===== config.mk =====
export PLATFORM = sky130hd
export DESIGN_NAME = multicycle_controller
export DESIGN_NICKNAME = d
export VERILOG_FILES = /design/src/rtl/multicycle_controller.sv
export SDC_FILE = /design/constraint.sdc
export NUM_CORES = 1
export LEC_CHECK = 0
export CORE_MARGIN = 1
export CORE_UTILIZATION = 51
export DETAILED_ROUTE_END_ITERATION = 12
export PLACE_DENSITY = 0.85
export SLEW_MARGIN = 20
export SYNTH_ARGS = -nofsm -noshare
export SYNTH_HDL_FRONTEND = slang
export SYNTH_SLANG_ARGS = --single-unit
export TNS_END_PERCENT = 30

===== constraint.sdc =====
create_clock -name clk -period 6.18 [get_ports clk]
set_input_delay 0.618 -clock clk [delete_from_list [all_inputs] [get_ports clk]]
set_output_delay 0.618 -clock clk [all_outputs]
set_load 0.02 [all_outputs]

===== src/rtl/multicycle_controller.sv =====
// Multi-cycle control FSM for the RV64I core: sequences fetch, decode, execute, memory and
// writeback over the shared datapath, counts retired instructions and latches a sticky trap.
module multicycle_controller #(
  parameter int XLEN        = 64,
  parameter int MEM_TIMEOUT = 16
) (
  input  logic            clk,
  input  logic            rst_n,
  input  logic [31:0]     instr,
  input  logic            branch_taken,
  input  logic            imem_ack,
  input  logic            dmem_ack,
  output logic            imem_req,
  output logic            dmem_req,
  output logic            dmem_we,
  output logic            ir_we,
  output logic            pc_we,
  output logic [1:0]      pc_sel,
  output logic            alu_src_imm,
  output logic            rf_we,
  output logic [1:0]      wb_sel,
  output logic            trap,
  output logic [XLEN-1:0] instret
);

  localparam int CW = (MEM_TIMEOUT > 2) ? $clog2(MEM_TIMEOUT) : 1;
  localparam logic [CW-1:0] WAIT_LAST = CW'(MEM_TIMEOUT - 1);

  localparam logic [6:0] OPC_OPIMM  = 7'b0010011;
  localparam logic [6:0] OPC_OP     = 7'b0110011;
  localparam logic [6:0] OPC_AUIPC  = 7'b0010111;
  localparam logic [6:0] OPC_LOAD   = 7'b0000011;
  localparam logic [6:0] OPC_STORE  = 7'b0100011;
  localparam logic [6:0] OPC_JAL    = 7'b1101111;
  localparam logic [6:0] OPC_BRANCH = 7'b1100011;

  localparam logic [1:0] PC_PLUS4  = 2'b00;
  localparam logic [1:0] PC_BRANCH = 2'b01;
  localparam logic [1:0] PC_JAL    = 2'b10;
  localparam logic [1:0] WB_ALU    = 2'b00;
  localparam logic [1:0] WB_LOAD   = 2'b01;
  localparam logic [1:0] WB_LINK   = 2'b10;

  typedef enum logic [2:0] {
    S_FETCH, S_DECODE, S_EXEC, S_MEM, S_WB, S_TRAP
  } state_t;

  state_t          state_q, state_d;
  logic [CW-1:0]   wait_q, wait_d;
  logic [XLEN-1:0] instret_q, instret_d;
  logic            trap_q, trap_d;
  logic            retire;

  logic            imem_req_c, dmem_req_c, dmem_we_c, ir_we_c, pc_we_c, rf_we_c, alu_src_imm_c;
  logic [1:0]      pc_sel_c, wb_sel_c;

  logic [6:0]      opc;
  logic            legal;
  logic            unused_instr_bits;

  assign opc   = instr[6:0];
  assign legal = (opc == OPC_OPIMM) || (opc == OPC_OP)   || (opc == OPC_AUIPC) ||
                 (opc == OPC_LOAD)  || (opc == OPC_STORE) || (opc == OPC_JAL)   ||
                 (opc == OPC_BRANCH);
  assign unused_instr_bits = ^instr[31:7];

  // The wait counter defaults to zero, so it is cleared whenever FETCH or MEM is entered.
  always_comb begin
    state_d       = state_q;
    wait_d        = '0;
    retire        = 1'b0;
    imem_req_c    = 1'b0;
    dmem_req_c    = 1'b0;
    dmem_we_c     = 1'b0;
    ir_we_c       = 1'b0;
    pc_we_c       = 1'b0;
    pc_sel_c      = PC_PLUS4;
    alu_src_imm_c = 1'b0;
    rf_we_c       = 1'b0;
    wb_sel_c      = WB_ALU;
    case (state_q)
      S_FETCH: begin
        imem_req_c = 1'b1;
        if (imem_ack) begin
          ir_we_c = 1'b1;
          state_d = S_DECODE;
        end else if (wait_q == WAIT_LAST) begin
          state_d = S_TRAP;
        end else begin
          wait_d = wait_q + 1'b1;
        end
      end
      S_DECODE: state_d = legal ? S_EXEC : S_TRAP;
      S_EXEC: begin
        alu_src_imm_c = legal && (opc != OPC_OP) && (opc != OPC_BRANCH);
        case (opc)
          OPC_BRANCH: begin
            pc_we_c  = 1'b1;
            pc_sel_c = branch_taken ? PC_BRANCH : PC_PLUS4;
            retire   = 1'b1;
            state_d  = S_FETCH;
          end
          OPC_LOAD, OPC_STORE:                  state_d = S_MEM;
          OPC_OP, OPC_OPIMM, OPC_AUIPC, OPC_JAL: state_d = S_WB;
          default:                              state_d = S_TRAP;
        endcase
      end
      S_MEM: begin
        dmem_req_c = 1'b1;
        dmem_we_c  = (opc == OPC_STORE);
        if (dmem_ack) begin
          if (opc == OPC_STORE) begin
            pc_we_c = 1'b1;
            retire  = 1'b1;
            state_d = S_FETCH;
          end else begin
            wb_sel_c = WB_LOAD;
            state_d  = S_WB;
          end
        end else if (wait_q == WAIT_LAST) begin
          state_d = S_TRAP;
        end else begin
          wait_d = wait_q + 1'b1;
        end
      end
      S_WB: begin
        rf_we_c = 1'b1;
        pc_we_c = 1'b1;
        retire  = 1'b1;
        state_d = S_FETCH;
        if (opc == OPC_JAL) begin
          wb_sel_c = WB_LINK;
          pc_sel_c = PC_JAL;
        end else if (opc == OPC_LOAD) begin
          wb_sel_c = WB_LOAD;
        end
      end
      S_TRAP:  state_d = S_TRAP;
      default: state_d = S_TRAP;
    endcase
    instret_d = instret_q + XLEN'(retire);
    trap_d    = trap_q | (state_d == S_TRAP);
  end

  always_ff @(posedge clk or negedge rst_n) begin
    if (!rst_n) begin
      state_q   <= S_FETCH;
      wait_q    <= '0;
      instret_q <= '0;
      trap_q    <= 1'b0;
    end else begin
      state_q   <= state_d;
      wait_q    <= wait_d;
      instret_q <= instret_d;
      trap_q    <= trap_d;
    end
  end

  // Gating with rst_n forces every control output low for the whole reset pulse.
  assign imem_req    = rst_n & imem_req_c;
  assign dmem_req    = rst_n & dmem_req_c;
  assign dmem_we     = rst_n & dmem_we_c;
  assign ir_we       = rst_n & ir_we_c;
  assign pc_we       = rst_n & pc_we_c;
  assign rf_we       = rst_n & rf_we_c;
  assign alu_src_imm = rst_n & alu_src_imm_c;
  assign pc_sel      = rst_n ? pc_sel_c : 2'b00;
  assign wb_sel      = rst_n ? wb_sel_c : 2'b00;
  assign trap        = trap_q;
  assign instret     = instret_q;

endmodule


==> run metrics <==
status=complete, no violations; overall power=1.11 mW; WP data required=6.45 ns; antenna violations before repair=0; reg2reg end=instret[56]$_DFF_PN0_; n_diodes=0; Clock Sinks=72; FF-to-FF Start=state_q[0]$_DFF_PN0_; max frequency=roughly 270 MHz; Root Buffer Master=clkbuf_8; #FFs+latches synth=72; Clk pin slew, worst setup/hold paths=roughly 0.080 ns; unrepaired setup endpoints after global routing=false; Worst-Skew Late Latency=0.35 ns; post-CTS setup buffers=0; fin. max-slew vios=0; Synth Area in Compound Gates=3.64%; die area=0.00749 mm2; async set or reset register ratio after synthesis=100%; worst hold path type=primary input to asynchronous set/reset pin; min cycle time layout=3.75 ns; register-to-register path setup slack=approximately 3.2 ns; total core area=0.00687 mm2; number of synthesized flops with an enable pin=0; most common cell in the synthesized netlist=dfrtp_1; sequential share of the synthesized area=49.4%; final wirelength=8060 um; Crit Path Max Fanout=7; Worst Path Arrival=4.02 ns; Worst Setup Path Type=primary input to register; Worst setup EP type=register; I/O pin total=between 100 and 150; pwr dens=between 200 and 250 mW/mm2; Yosys cell types=40; port buffer count=87; Final Skew=0.0106 ns; R2R cell count=11; Primary FF master, synth=dfrtp_1; Post-Syn Area per Cell=10.5 um2; leading post-synthesis cells by cell area=dfrtp_1, xnor2_1, xor2_1, nand2_1, nor4_4; post-synthesis xor/xnor area fraction=approximately 15%; Initial Util=53.1%; multiplexer area fraction after synthesis=0.274%; Synth top area share=49.4%; H-tree Lvls=3; TritonCTS buffer count=9; GR Overflow Total=0; RePlAce Congestion=slightly below 0.8; largest net degree at the start of global routing=79; FP Rows=30; CTS tree=done; P_leak=2.16 nW; via count=2919; CTS Hold Bufs=0; startpoint types=primary input; Area Overhead vs Synth=32.7%; Chip Height=86.6 um; Synth Area in Simple Gates=27.8%; setup ws final=2.43 ns; DR WL/cell=14.8 um; part of the cycle the worst path needs=60.6%; main combinational cell family by area after synthesis=simple AND/OR/NAND/NOR gates; Resized cells post-CTS=0; worst slack, placed=2.10 ns; Die Wd=86.6 um; DRC errors left=0; layout cell share with drive strength beyond 1=7.14%; Iteration-0 DRC Markers=133; Hold Vio Cnt, Final=0; Yosys top cell by area=dfrtp_1; post-route ant nets=0; Yosys Warn Count=0; deepest clock path buffer count=2; Slew @ Worst Pin=0.930 ns; Synth Area in Adders=around 1%; setup TNS=0 ns; most frequent cells after synthesis=dfrtp_1, nand2_1, xnor2_1, xor2_1, nor2_1; Syn Nets=389; Via-to-Cell Ratio=between 5 and 6; mapped cell area=0.00365 mm2; total track usage=between 20% and 30%; endpoints failing setup=0; # nets final=roughly 480; Slew headroom=38.0%; DP Wirelength=between 5000 and 6000 um; DRT Pass-1 Iters=4; global-route wire length before repair=12800 um; Cells after Synth=around 350; hold slack=around 0.39 ns; Max-Cap Viols=0; VDD IR max=166 uV; number of global-route vias before repair=2686
==> sequential cells by signal (all words and copies together) (netlist names) <==
| signal | flops |
|---|---|
| instret | 64 |
| state_q | 3 |
| trap | 1 |
| wait_q | 4 |
==> critical path, cell delays in order <==
cell and delay (ns):
clkdlybuf4s50_1 0.48, nor4bb_1 0.75, nand4_1 0.15, nand2_1 0.15, ha_1 0.20, ha_1 0.21, inv_1 0.12, nor4_4 0.52
nand4_1 0.35, nor3_1 0.30, xnor2_1 0.17
==> placed cells by master, fill, tap and decap left out, types with 5 or more instances in the layout <==
master           synthesis  routed
nand3_1                 22      22
nand4_1                 14      14
dfrtp_1                 72      72
clkdlybuf4s50_1          0      86
and3_1                   5       5
nor2_1                  27      27
clkbuf_8                 0       9
nor4_1                   7       7
xor2_1                  29      29
xnor2_1                 35      35
inv_1                   20      20
a21oi_1                  5       5
nor4_4                   6       6
nor3_1                  22      22
nand2_1                 35      35
and2_1                   6       6
==> stage by stage <==
stage,util [%],area [um2],std cells
2_1_floorplan,-,3650,349
3_3_place_gp,67.3,4620,528
3_5_place_dp,67.3,4620,528
4_1_cts,70.5,4840,544
5_1_grt,70.5,4840,544
6_report,70.5,4840,544
==> report_power, final <==
group	internal [mW]	switching, mW	total, mW
combinational	0.0694	0.0857	0.155
sequential	0.495	0.0444	0.539
clock	0.229	0.184	0.413
==> final cells by class <==
type / count / area (um2)
fillers: 518 / 2030
flip-flops and latches: 72 / 1800
multi-input cells: 253 / 1760
repair buffers: 87 / 868
clock buffers: 10 / 128
well taps: 96 / 120
clock inverters: 6 / 92.6
inverters: 20 / 75.1
==> kinds of logic (layout without fill, tap and decap cells) <==
logic type,after synthesis,after routing
compound gates,19,19
simple gates,166,166
flops,72,72
fa+ha+maj,3,3
buf+inv,24,123
xor+xnor,64,64
mux,1,1
==> routing by layer <==
metal	vias to the layer above	GRT usage (%)	share of wire (%)
met5	-	0	0
met4	0	10.0	1.5
met3	13	4.29	3.9
met2	87	38.1	50
met1	1420	27.5	44
li1	1399	-	-
==> how the worst max path moves through the flow <==
stage,startpoint,to,slack (ns),cells past startpoint
after detailed placement,instr[3],instret[42]$_DFF_PN0_,2.10,11
after global placement,instr[3],instret[42]$_DFF_PN0_,2.10,11
after global routing,instr[3],instret[56]$_DFF_PN0_,2.16,11
after CTS,instr[3],instret[42]$_DFF_PN0_,2.47,11
final,instr[3],instret[56]$_DFF_PN0_,2.43,11
after floorplan,instr[3],instret[42]$_DFF_PN0_,3.13,10
Note: power is estimated with default switching activity, not from simulation.
